File: src/rtl/jtframe_romrq_pkg.sv
// Shared types and constants for the two-slot SDRAM ROM requester.
package jtframe_romrq_pkg;

  typedef enum logic [1:0] {
    IDLE     = 2'd0,
    WAIT_ACK = 2'd1,
    WAIT_RDY = 2'd2
  } romrq_state_t;

  localparam int         SDRAM_AW    = 22;
  localparam logic [7:0] TIMEOUT_LIM = 8'd255;

  // Word address of the 32-bit pair holding a tag: offset + tag*2, wrapping at 2^22.
  function automatic logic [SDRAM_AW-1:0] req_addr(input logic [SDRAM_AW-1:0] offset,
                                                   input logic [SDRAM_AW-1:0] tag_ext);
    return offset + (tag_ext << 1);
  endfunction

endpackage

File: src/rtl/jtframe_romrq_2slot_if.sv
// SDRAM read-port bundle: master is the game-side requester, slave the SDRAM controller.
interface jtframe_romrq_2slot_if;
  import jtframe_romrq_pkg::*;

  logic                sdram_req;
  logic [SDRAM_AW-1:0] sdram_addr;
  logic [1:0]          sdram_bank;
  logic                sdram_ack;
  logic                data_rdy;
  logic [31:0]         data_read;

  modport master (
    output sdram_req, sdram_addr, sdram_bank,
    input  sdram_ack, data_rdy, data_read
  );

  modport slave (
    input  sdram_req, sdram_addr, sdram_bank,
    output sdram_ack, data_rdy, data_read
  );

endinterface

File: src/rtl/jtframe_romrq_slot.sv
// One-word (32-bit) ROM cache for a single slot: tag/valid/data, hit compare and halfword select.
module jtframe_romrq_slot #(
  parameter int AW = 18
) (
  input  logic          clk,
  input  logic          rst,
  input  logic          clr,
  input  logic          cs,
  input  logic [AW-1:0] addr,
  input  logic          wr,
  input  logic [AW-2:0] wr_tag,
  input  logic [31:0]   wr_data,
  output logic          ok,
  output logic [15:0]   dout,
  output logic [AW-2:0] tag
);

  logic          valid_q, valid_d;
  logic [AW-2:0] tag_q, tag_d;
  logic [31:0]   data_q, data_d;

  assign tag = addr[AW-1:1];

  // Invalidation wins over a completing write, so data returned during a flush is dropped.
  always_comb begin
    valid_d = valid_q;
    tag_d   = tag_q;
    data_d  = data_q;
    if (clr) begin
      valid_d = 1'b0;
    end else if (wr) begin
      valid_d = 1'b1;
      tag_d   = wr_tag;
      data_d  = wr_data;
    end
  end

  always_ff @(posedge clk or posedge rst) begin
    if (rst) begin
      valid_q <= 1'b0;
      tag_q   <= '0;
      data_q  <= '0;
    end else begin
      valid_q <= valid_d;
      tag_q   <= tag_d;
      data_q  <= data_d;
    end
  end

  assign ok   = cs & valid_q & (tag_q == tag);
  assign dout = addr[0] ? data_q[31:16] : data_q[15:0];

endmodule

File: src/rtl/jtframe_romrq_2slot.sv
// Two-slot ROM requester toward the SDRAM read port; slot 0 has priority on simultaneous misses.
// Optional JTFRAME_ROMRQ_TIMEOUT_EN adds an 8-bit watchdog that abandons a stalled transaction.
module jtframe_romrq_2slot
  import jtframe_romrq_pkg::*;
#(
  parameter int               SLOT0_AW     = 18,
  parameter int               SLOT1_AW     = 18,
  parameter logic [21:0]      SLOT0_OFFSET = 22'h0,
  parameter logic [21:0]      SLOT1_OFFSET = 22'h0,
  parameter logic [1:0]       SLOT0_BANK   = 2'd0,
  parameter logic [1:0]       SLOT1_BANK   = 2'd0
) (
  input  logic                  clk,
  input  logic                  rst,
  input  logic                  downloading,
  input  logic                  loop_rst,
  input  logic                  slot0_cs,
  input  logic                  slot1_cs,
  input  logic [SLOT0_AW-1:0]   slot0_addr,
  input  logic [SLOT1_AW-1:0]   slot1_addr,
  output logic [15:0]           slot0_dout,
  output logic [15:0]           slot1_dout,
  output logic                  slot0_ok,
  output logic                  slot1_ok,
  jtframe_romrq_2slot_if.master sdram
);

  romrq_state_t        state_q, state_d;
  logic                req_q, req_d;
  logic [SDRAM_AW-1:0] addr_q, addr_d;
  logic [1:0]          bank_q, bank_d;
  logic                owner_q, owner_d;
  logic [SLOT0_AW-2:0] tag0_q, tag0_d;
  logic [SLOT1_AW-2:0] tag1_q, tag1_d;

  logic                complete;
  logic                wr0, wr1;
  logic                clr;
  logic                miss0, miss1;
  logic                timeout;
  logic [SLOT0_AW-2:0] slot0_tag;
  logic [SLOT1_AW-2:0] slot1_tag;

  assign clr = downloading | loop_rst;

  jtframe_romrq_slot #(.AW(SLOT0_AW)) u_slot0 (
    .clk     (clk),
    .rst     (rst),
    .clr     (clr),
    .cs      (slot0_cs),
    .addr    (slot0_addr),
    .wr      (wr0),
    .wr_tag  (tag0_q),
    .wr_data (sdram.data_read),
    .ok      (slot0_ok),
    .dout    (slot0_dout),
    .tag     (slot0_tag)
  );

  jtframe_romrq_slot #(.AW(SLOT1_AW)) u_slot1 (
    .clk     (clk),
    .rst     (rst),
    .clr     (clr),
    .cs      (slot1_cs),
    .addr    (slot1_addr),
    .wr      (wr1),
    .wr_tag  (tag1_q),
    .wr_data (sdram.data_read),
    .ok      (slot1_ok),
    .dout    (slot1_dout),
    .tag     (slot1_tag)
  );

  assign miss0 = slot0_cs & ~slot0_ok;
  assign miss1 = slot1_cs & ~slot1_ok;

  always_comb begin
    state_d  = state_q;
    req_d    = req_q;
    addr_d   = addr_q;
    bank_d   = bank_q;
    owner_d  = owner_q;
    tag0_d   = tag0_q;
    tag1_d   = tag1_q;
    complete = 1'b0;
    if (loop_rst) begin
      state_d = IDLE;
      req_d   = 1'b0;
    end else begin
      case (state_q)
        IDLE: begin
          if (!downloading && (miss0 || miss1)) begin
            state_d = WAIT_ACK;
            req_d   = 1'b1;
            // Tag is frozen here; the returned word is cached under it even if addr moves.
            if (miss0) begin
              owner_d = 1'b0;
              tag0_d  = slot0_tag;
              addr_d  = req_addr(SLOT0_OFFSET, SDRAM_AW'(slot0_tag));
              bank_d  = SLOT0_BANK;
            end else begin
              owner_d = 1'b1;
              tag1_d  = slot1_tag;
              addr_d  = req_addr(SLOT1_OFFSET, SDRAM_AW'(slot1_tag));
              bank_d  = SLOT1_BANK;
            end
          end
        end
        WAIT_ACK: begin
          if (sdram.sdram_ack) begin
            req_d = 1'b0;
            if (sdram.data_rdy) begin
              complete = 1'b1;
              state_d  = IDLE;
            end else begin
              state_d = WAIT_RDY;
            end
          end else if (timeout) begin
            req_d   = 1'b0;
            state_d = IDLE;
          end
        end
        WAIT_RDY: begin
          if (sdram.data_rdy) begin
            complete = 1'b1;
            state_d  = IDLE;
          end else if (timeout) begin
            state_d = IDLE;
          end
        end
        default: begin
          state_d = IDLE;
          req_d   = 1'b0;
        end
      endcase
    end
  end

  assign wr0 = complete & ~owner_q;
  assign wr1 = complete &  owner_q;

`ifdef JTFRAME_ROMRQ_TIMEOUT_EN
  logic [7:0] cnt_q, cnt_d;

  // Fires on the cycle the count would reach the limit; any state change restarts it.
  assign timeout = (cnt_q + 8'd1) == TIMEOUT_LIM;

  always_comb begin
    cnt_d = cnt_q + 8'd1;
    if (state_q == IDLE || state_d != state_q) begin
      cnt_d = 8'd0;
    end
  end

  always_ff @(posedge clk or posedge rst) begin
    if (rst) begin
      cnt_q <= 8'd0;
    end else begin
      cnt_q <= cnt_d;
    end
  end
`else
  assign timeout = 1'b0;
`endif

  always_ff @(posedge clk or posedge rst) begin
    if (rst) begin
      state_q <= IDLE;
      req_q   <= 1'b0;
      addr_q  <= '0;
      bank_q  <= 2'd0;
      owner_q <= 1'b0;
      tag0_q  <= '0;
      tag1_q  <= '0;
    end else begin
      state_q <= state_d;
      req_q   <= req_d;
      addr_q  <= addr_d;
      bank_q  <= bank_d;
      owner_q <= owner_d;
      tag0_q  <= tag0_d;
      tag1_q  <= tag1_d;
    end
  end

  assign sdram.sdram_req  = req_q;
  assign sdram.sdram_addr = addr_q;
  assign sdram.sdram_bank = bank_q;

endmodule

File: src/flat_wrapper.sv
// flat-port wrapper written by rule: the top's interface ports become plain ports
module jtframe_romrq_2slot_flat import jtframe_romrq_pkg::*;
#(
  parameter int               SLOT0_AW     = 18,
  parameter int               SLOT1_AW     = 18,
  parameter logic [21:0]      SLOT0_OFFSET = 22'h0,
  parameter logic [21:0]      SLOT1_OFFSET = 22'h0,
  parameter logic [1:0]       SLOT0_BANK   = 2'd0,
  parameter logic [1:0]       SLOT1_BANK   = 2'd0
)
  (clk, rst, downloading, loop_rst, slot0_cs, slot1_cs, slot0_addr, slot1_addr, slot0_dout, slot1_dout, slot0_ok, slot1_ok, sdram_sdram_req, sdram_sdram_addr, sdram_sdram_bank, sdram_sdram_ack, sdram_data_rdy, sdram_data_read);
  jtframe_romrq_2slot_if sdram_i ();
  input  logic clk;
  input  logic rst;
  input  logic downloading;
  input  logic loop_rst;
  input  logic slot0_cs;
  input  logic slot1_cs;
  input  logic [SLOT0_AW-1:0] slot0_addr;
  input  logic [SLOT1_AW-1:0] slot1_addr;
  output logic [15:0] slot0_dout;
  output logic [15:0] slot1_dout;
  output logic slot0_ok;
  output logic slot1_ok;
  output wire logic [$bits(sdram_i.sdram_req)-1:0] sdram_sdram_req;
  output wire logic [$bits(sdram_i.sdram_addr)-1:0] sdram_sdram_addr;
  output wire logic [$bits(sdram_i.sdram_bank)-1:0] sdram_sdram_bank;
  input wire logic [$bits(sdram_i.sdram_ack)-1:0] sdram_sdram_ack;
  input wire logic [$bits(sdram_i.data_rdy)-1:0] sdram_data_rdy;
  input wire logic [$bits(sdram_i.data_read)-1:0] sdram_data_read;
  assign sdram_sdram_req = sdram_i.sdram_req;
  assign sdram_sdram_addr = sdram_i.sdram_addr;
  assign sdram_sdram_bank = sdram_i.sdram_bank;
  assign sdram_i.sdram_ack = sdram_sdram_ack;
  assign sdram_i.data_rdy = sdram_data_rdy;
  assign sdram_i.data_read = sdram_data_read;
  jtframe_romrq_2slot #(.SLOT0_AW(SLOT0_AW), .SLOT1_AW(SLOT1_AW), .SLOT0_OFFSET(SLOT0_OFFSET), .SLOT1_OFFSET(SLOT1_OFFSET), .SLOT0_BANK(SLOT0_BANK), .SLOT1_BANK(SLOT1_BANK)) u_core (.clk(clk), .rst(rst), .downloading(downloading), .loop_rst(loop_rst), .slot0_cs(slot0_cs), .slot1_cs(slot1_cs), .slot0_addr(slot0_addr), .slot1_addr(slot1_addr), .slot0_dout(slot0_dout), .slot1_dout(slot1_dout), .slot0_ok(slot0_ok), .slot1_ok(slot1_ok), .sdram(sdram_i));
endmodule
File: config.mk
export PLATFORM = sky130hd
export DESIGN_NAME = jtframe_romrq_2slot_flat
export DESIGN_NICKNAME = d
export VERILOG_FILES = /design/src/rtl/jtframe_romrq_pkg.sv /design/src/rtl/jtframe_romrq_2slot_if.sv /design/src/rtl/jtframe_romrq_slot.sv /design/src/rtl/jtframe_romrq_2slot.sv /design/src/flat_wrapper.sv
export SDC_FILE = /design/constraint.sdc
export NUM_CORES = 1
export LEC_CHECK = 0
export BUFFER_PORTS_ARGS = -buffer_cell sky130_fd_sc_hd__buf_2
export CAP_MARGIN = 0
export CORE_ASPECT_RATIO = 1.4
export CORE_MARGIN = 10
export CORE_UTILIZATION = 35
export DETAILED_ROUTE_END_ITERATION = 12
export HOLD_SLACK_MARGIN = 0.15
export SKIP_LAST_GASP = 1
export SLEW_MARGIN = 20
export SYNTH_ARGS = -nofsm -noshare
export SYNTH_HDL_FRONTEND = slang
export SYNTH_SLANG_ARGS = --single-unit
File: constraint.sdc
create_clock -name clk -period 4.95 [get_ports clk]
set_clock_uncertainty 0.2 [all_clocks]
set_input_delay 0.99 -clock clk [delete_from_list [all_inputs] [get_ports clk]]
set_output_delay 0.99 -clock clk [all_outputs]
set_load 0.02 [all_outputs]
After elaboration in Yosys (flattened, before gate mapping)
Cells that the tools add are included.

Flip-flop bits (word level): 160. Bits of input ports: 76. Output and inout port bits: 59. Word-level logic and storage cells: 70.

Equality and inequality tests: 8. Bitwise logic cells: 15. Multiplexer cells: 22. Reductions and logical operators: 13.

Operator list (count): $eq A17 B17 Y1 (2); $mux W16 (2); $mux W18 (1); $mux W1 (11); $mux W2 (5); $reduce_and A3 Y1 (3); $and A1 B1 Y1 (8); $reduce_and A4 Y1 (2); $ne A3 B3 Y1 const B (2); $not A1 Y1 (6); $pmux W2 S3 (1); $reduce_and A2 Y1 (2); $reduce_bool A2 Y1 (2); $ne A3 B2 Y1 const B (1); $pmux W1 S3 (1); $eq A2 B1 Y1 const B (1); $eq A2 B2 Y1 const B (1); $logic_not A2 Y1 (1); $ne A2 B2 Y1 const B (1); $pmux W1 S2 (1); $logic_and A1 B1 Y1 (1); $logic_not A1 Y1 (1); $logic_or A1 B1 Y1 (1); $or A1 B1 Y1 (1).

Longest topological paths before layout
Gate-level depths: netlist (run 1).

Depth in word-level cells: 9. Depth in mapped cells: 8. Depth with buffers taken out: 7.

By module
Synthesis (run 1) repeated with hierarchy kept, for this count alone.

Cell total of the unflattened synthesis: 522. Area, all modules: 7280.7 um^2.

Modules (own cells, without submodules): jtframe_romrq_slot (times used 2, area an instance 2429.8 um^2, sequential area each 1251.2 um^2, cells an instance 166); jtframe_romrq_2slot (times used 1, area an instance 2421.1 um^2, sequential area each 1376.3 um^2, cells an instance 190).

Worst setup path after synthesis (run 1)
No wires, ideal clock.

Kind: input-to-output. Start: input slot0_addr[8]. End: output slot0_ok. Required time: 3760 ps. Path buffers: 0. Setup slack: 1453 ps. Data arrival time: 2307 ps. Cell stages on the path: 4. Cells stage by stage: xor2_1 > nor4_1 > nand3_1 > nor4_1.

Longest elaborated chain between the ends: 2.

Ends and longest elaborated chain: start, declared (line flat_wrapper.sv:19) `input logic [SLOT0_AW-1:0] slot0_addr;`; $eq A17 B17 Y1 (line jtframe_romrq_slot.sv:50) `assign ok = cs & valid_q & (tag_q == tag);`; $and A1 B1 Y1 (line jtframe_romrq_slot.sv:50); end, declared (line flat_wrapper.sv:23) `output logic slot0_ok;`.

No other way between the ends.

Worst setup path after layout (run 1)
Start: input slot0_addr[12]. End: output slot0_ok.

The elaborated chain is that of the path after synthesis.

==> impl_metrics.tcl, run 1 <==
set metrics [dict create \
    worstReg2RegEnd "u_core.sdram.sdram_addr[7]$_DFFE_PP0P_" \
    finalSetupTns_ns 0 \
    dp_hpwl_um 12800 \
    cts_sinks 155 \
    synth_common_cells "188 x mux2_2, 155 x dfrtp_1, 26 x xor2_1" \
    grt_use_total_pct 13.3 \
    synth_area_leader_cell "dfrtp_1" \
    synthArstFlopShare_pct 100 \
    grt_max_degree 92 \
    synth_cells 478 \
    p_seq_share_pct 45.1 \
    antenna_found_initial 5 \
    slew_violations 0 \
    tightest_slew_ns 1.04 \
    status "complete, no violations" \
    hold_depth 1 \
    p_int_uw 2470 \
    rrSetupSlack_ns 1.78 \
    synthTopCellsByArea "dfrtp_1 56%, mux2_2 30%, xor2_1 3.3%" \
    drt_wl_total_um 17200 \
    start_kind "primary input" \
    switching_share_pct 26.7 \
    grt_pass1_vias 4937 \
    ant_nets 0 \
    port_buffers 127 \
    fmax_mhz 258 \
    power_switching_uw 899 \
    dpl_cell_area_um2 7860 \
    overflow 0 \
    cp.arrival_ns 2.69 \
    grt_first_pass_wirelength_um 27500 \
    min_from "u_core.u_slot0.valid_q$_DFFE_PP0P_" \
    min_path_type "reg2reg" \
    critPathCaptureType "primary output" \
    crit_required_ns 3.76 \
    r2r-start "u_core.u_slot0.tag_q[11]$_DFFE_PP0P_" \
    synthDistinctLibCells 36 \
    gp_congestion 0.877 \
    nets 688 \
    hold_viol_final 0 \
    path_class "in2out" \
    drive_above_1_share_pct 57.8 \
    yosysSeqAreaShare_pct 55.7 \
    r2r_cells 7 \
    clockPowerShare_pct 40.5 \
    holdBufCountCts 0 \
    cts-buffers-inserted 17 \
    clkLatencyLatePin_ns 0.42 \
    fin_area_um2 8470 \
    maxCapViolCount 0 \
    yosysWarnings 0 \
    cts_tree "yes" \
    die_w_um 139 \
    n_fill_cell 1816 \
    cp_max_fo 3 \
    power.leakage_uw 0.00426 \
    p_per_area_nw_per_um2 397 \
    ios 135 \
    drcViolationCount 0 \
    power_frac_comb_pct 14.4 \
    dieArea_um2 26000 \
    drtIter0Drc 136 \
    yosysTopAreaCellShare_pct 55.7 \
    clk_pin_slew_ns 0.06 \
    synth.most_common_cell "mux2_2" \
    rsz0062_at_grt "false" \
    wl_per_cell_um 19.6 \
    holdWs_ns 0.283 \
    max-slew-margin-rel_pct 30.6 \
    synth_area_per_cell_um2 14.6 \
    ir_drop_uv 202 \
    syn_to_final_growth_pct 21.7 \
    holdPathEnd "u_core.u_slot0.valid_q$_DFFE_PP0P_" \
    synth_ff_type "dfrtp_1" \
    htree_levels 4 \
    start_util_pct 35.3 \
    viasPerCell 4.92 \
    finalCritPeriodShare_pct 78.4 \
    chipHeight_um 187 \
    dr.pass1.iters 6 \
    post_cts_buffers 0 \
    cts_resized 0 \
    core_area_um2 19700 \
    clock-root-buffer "clkbuf_16" \
    synth_edf_count 0 \
    min_period_ns 3.88 \
    synth-seq-cells 155 \
    synth_area_um2 6960 \
    vias 4303 \
    setup_violations 0 \
    rows 61 \
    cts_buffer_depth 2 \
]
[final cells by class]
cell class	instances	area (µm²)	area share, %
repair buffers	133	693	8.18
multi-input cells	296	2940	34.7
clock inverters	14	185	2.19
well taps	252	315	3.72
diodes	1	2.50	0.0295
inverters	6	26.3	0.310
flip-flops and latches	155	3880	45.8
clock buffers	17	425	5.02
[worst max-delay path by stage]
| stage | from | end | slack (ns) |
|---|---|---|---|
| 4_1_cts | slot0_addr[12] | slot0_ok | 1.14 |
| 3_3_place_gp | slot0_addr[12] | u_core.sdram.sdram_addr[2]$_DFFE_PP0P_ | 1.12 |
| 5_1_grt | slot0_addr[12] | slot0_ok | 0.99 |
| 3_5_place_dp | slot0_addr[12] | u_core.sdram.sdram_addr[13]$_DFFE_PP0P_ | 1.09 |
| 6_report | slot0_addr[12] | slot0_ok | 1.07 |
| 2_1_floorplan | slot0_addr[8] | slot0_ok | 1.45 |
[registers in the layout (all words and copies together) (netlist names)]
name and flops:
u_core.u_slot1.tag_q 17, u_core.tag0_q 17, u_core.u_slot1.data_q 32, u_core.u_slot0.data_q 32, u_core.u_slot0.valid_q 1, u_core.u_slot1.valid_q 1
u_core.tag1_q 17, u_core.sdram.sdram_addr 17, u_core.sdram.sdram_req 1, u_core.owner_q 1, u_core.state_q 2, u_core.u_slot0.tag_q 17
[kinds of logic after synthesis]
family                     count (synthesis)  synth area share (%)
AOI/OAI and AO/OA                         15                  1.78
xor gates and xnor gates                  34                  4.28
adders and majority gates                  3                 0.540
buffers and inverters                     33                  2.39
DFF                                      155                  55.7
muxes                                    198                  32.0
other                                      1                0.0539
and+or+nand+nor                           39                  3.17
[cell usage in the layout (no fill, tap or decap), drive strengths merged, types with 5 or more instances in the layout]
master / Yosys / final
buf: 19 / 133
clkbuf: 8 / 17
conb: 1 / 7
dfrtp: 155 / 155
inv: 6 / 12
mux2: 198 / 198
nand2: 7 / 7
nand3: 5 / 5
nor2: 6 / 6
nor4: 10 / 10
xnor2: 8 / 8
xor2: 26 / 26
[critical path: stages]
cell and delay, ns:
buf_2 0.13, xor2_1 0.17, nor4_1 0.53, nand3_1 0.25, nor4_1 0.38, buf_2 0.24
[power groups by stage]
stage | logic [µW] | clock network [µW] | registers (µW)
2_1_floorplan | 285 | 0 | 1560
3_3_place_gp | 481 | 0 | 1530
3_5_place_dp | 494 | 0 | 1540
4_1_cts | 496 | 1400 | 1520
5_1_grt | 531 | 1460 | 1540
6_report | 484 | 1360 | 1520
[per-stage QoR]
| step | utilization, % | std cells | power (µW) | setup WS [ns] |
|---|---|---|---|---|
| after floorplan | - | 484 | 1850 | 1.45 |
| after global placement | 39.9 | 842 | 2010 | 1.12 |
| after detailed placement | 39.9 | 842 | 2040 | 1.09 |
| after CTS | 43.0 | 873 | 3420 | 1.14 |
| after global routing | 43.0 | 873 | 3530 | 0.992 |
| final | 43.0 | 874 | 3370 | 1.07 |
[layer usage]
layer / wire [µm] / vias up / GRT usage [%]
met1: 6860 / 2181 / 14.5
met4: 368 / 8 / 5.23
met3: 1320 / 30 / 5.69
li1: - / 1952 / -
met2: 8560 / 132 / 22.4
met5: 64 / - / 0
No activity file was read; power rests on OpenSTA's default activity.
==> inputs of run 2 (changes only) <==
==> constraint.sdc (replaced) <==
create_clock -name clk -period 4 [get_ports clk]
set_clock_uncertainty 0.2 [all_clocks]
set_input_delay 0.8 -clock clk [delete_from_list [all_inputs] [get_ports clk]]
set_output_delay 0.8 -clock clk [all_outputs]
set_load 0.02 [all_outputs]
==> run 2 against run 1 <==
  * First-iteration DRC count up 18%
  * Wire length up 1.6%
  * Final area up 0.12%
  * Worst hold slack better by 0.0019 ns
  * Highest routed layer unchanged
==> impl_metrics.tcl, run 2 (synthesis gave the netlist of run 1 again) <==
set metrics [dict create \
    grt_first_pass_wirelength_um 27900 \
    grt_max_degree 64 \
    cp_max_fo 3 \
    critPathCaptureType "primary output" \
    layout_common_cells "188 x mux2_2, 155 x dfrtp_1, 127 x buf_2, 26 x xor2_1, 17 x clkbuf_16" \
    layout_commonest_cell "mux2_2" \
    rsz0062_at_grt "false" \
    crit_required_ns 3.00 \
    grt_use_total_pct 13.4 \
    p_seq_share_pct 46.5 \
    switching_share_pct 27.1 \
    largestRegisters "u_core.u_slot0.data_q (32), u_core.u_slot1.data_q (32)" \
    die_w_um 139 \
    cts_resized 0 \
    dieArea_um2 26000 \
    core_area_um2 19700 \
    clockPowerShare_pct 38.4 \
    p_per_area_nw_per_um2 476 \
    fmax_mhz 293 \
    clkLatencyLatePin_ns 0.41 \
    dp_hpwl_um 13300 \
    ant_nets 0 \
    nets 689 \
    cp.arrival_ns 2.41 \
    syn_to_final_growth_pct 21.9 \
    htree_levels 4 \
    r2r-start "u_core.u_slot0.tag_q[7]$_DFFE_PP0P_" \
    final_core_util_pct 43.1 \
    slew_violations 0 \
    r2r_cells 7 \
    drtIter0Drc 160 \
    port_buffers 127 \
    hold_depth 1 \
    path_class "in2out" \
    cts-buffers-inserted 17 \
    maxCapViolCount 0 \
    finalCritPeriodShare_pct 85.3 \
    viasPerCell 4.93 \
    power.leakage_uw 0.00426 \
    tightest_slew_ns 1.07 \
    holdBufCountCts 0 \
    power_switching_uw 1100 \
    max-slew-margin-rel_pct 28.9 \
    start_kind "primary input" \
    min_from "u_core.tag1_q[3]$_DFFE_PP0P_" \
    ir_drop_uv 220 \
    post_cts_buffers 0 \
    p_int_uw 2940 \
    ios 135 \
    cts_sinks 155 \
    antenna_found_initial 4 \
    finalSetupTns_ns 0 \
    grt_pass1_vias 5018 \
    gp_congestion 0.892 \
    drcViolationCount 0 \
    power_uw 4040 \
    clock-root-buffer "clkbuf_16" \
    chipHeight_um 187 \
    hold_viol_final 0 \
    cts_buffer_depth 2 \
    critical_path.startpoint "slot0_addr[14]" \
    status "complete, no violations" \
    min_path_type "reg2reg" \
    overflow 0 \
    min_period_ns 3.41 \
    clk_pin_slew_ns 0.06 \
    wl_per_cell_um 19.9 \
    holdWs_ns 0.284 \
    drive_above_1_share_pct 57.9 \
    setup_violations 0 \
    start_util_pct 35.3 \
    power_frac_comb_pct 15.1 \
    drt_wl_total_um 17400 \
    vias 4318 \
    cts_tree "yes" \
    rows 61 \
    dr.pass1.iters 4 \
]
==> run 2: changes by cell type in the layout (fill, tap and decap cells not counted), sizes merged <==
cell,before,now
inv,12,9
clkinv,2,4
clkbuf,17,18
clkinvlp,3,6
buf,133,134
bufinv,3,1
==> run 2: power by group through the flow <==
| stage | registers [µW] | logic [µW] | clock network (µW) |
|---|---|---|---|
| 2_1_floorplan | 1930 | 352 | 0 |
| 3_3_place_gp | 1900 | 602 | 0 |
| 3_5_place_dp | 1910 | 622 | 0 |
| 4_1_cts | 1880 | 624 | 1600 |
| 5_1_grt | 1900 | 667 | 1670 |
| 6_report | 1880 | 609 | 1550 |
==> run 2: final timing paths <==
path	to	slack, ns
worst min register to register	u_core.tag1_q[3]$_DFFE_PP0P_	0.28
worst max-delay path	slot0_ok	0.59
min in group asynchronous	u_core.u_slot1.data_q[29]$_DFFE_PP0P_	0.37
worst min-delay path	u_core.tag1_q[3]$_DFFE_PP0P_	0.28
worst max register to register	u_core.sdram.sdram_addr[4]$_DFFE_PP0P_	0.92
max in group asynchronous	u_core.u_slot0.data_q[0]$_DFFE_PP0P_	2.41
==> run 2: critical path, stage by stage <==
cell and delay [ns]:
buf_2 0.14, xor2_1 0.17, nor4_1 0.42, nand3_1 0.23, nor4_1 0.40, buf_2 0.24
==> run 2: per-layer routing <==
metal  vias to the layer above  part of all wire (%)  GRT usage (%)
met2                       146                    51           22.9
li1                       1952                     -              -
met1                      2191                    40           14.5
met3                        23                   7.8           5.74
met5                         -                  0.34              0
met4                         6                   1.5           4.26
==> run 2: final cells by class <==
class                           count  area, µm²
Antenna cell                        1       2.50
Clock buffer                       18        439
Clock inverter                     14        136
Fill cell                        1808      11200
Inverter                            6       26.3
Multi-Input combinational cell    296       2940
Sequential cell                   155       3880
Tap cell                          252        315
Timing Repair Buffer              134        738
==> run 2: per-stage QoR <==
step,worst slack (ns),area [µm²],std cells
floorplan,0.883,6980,484
global placement,0.259,7900,843
detailed placement,0.272,7900,843
CTS,0.529,8480,875
global route,0.454,8480,875
finish,0.589,8480,876
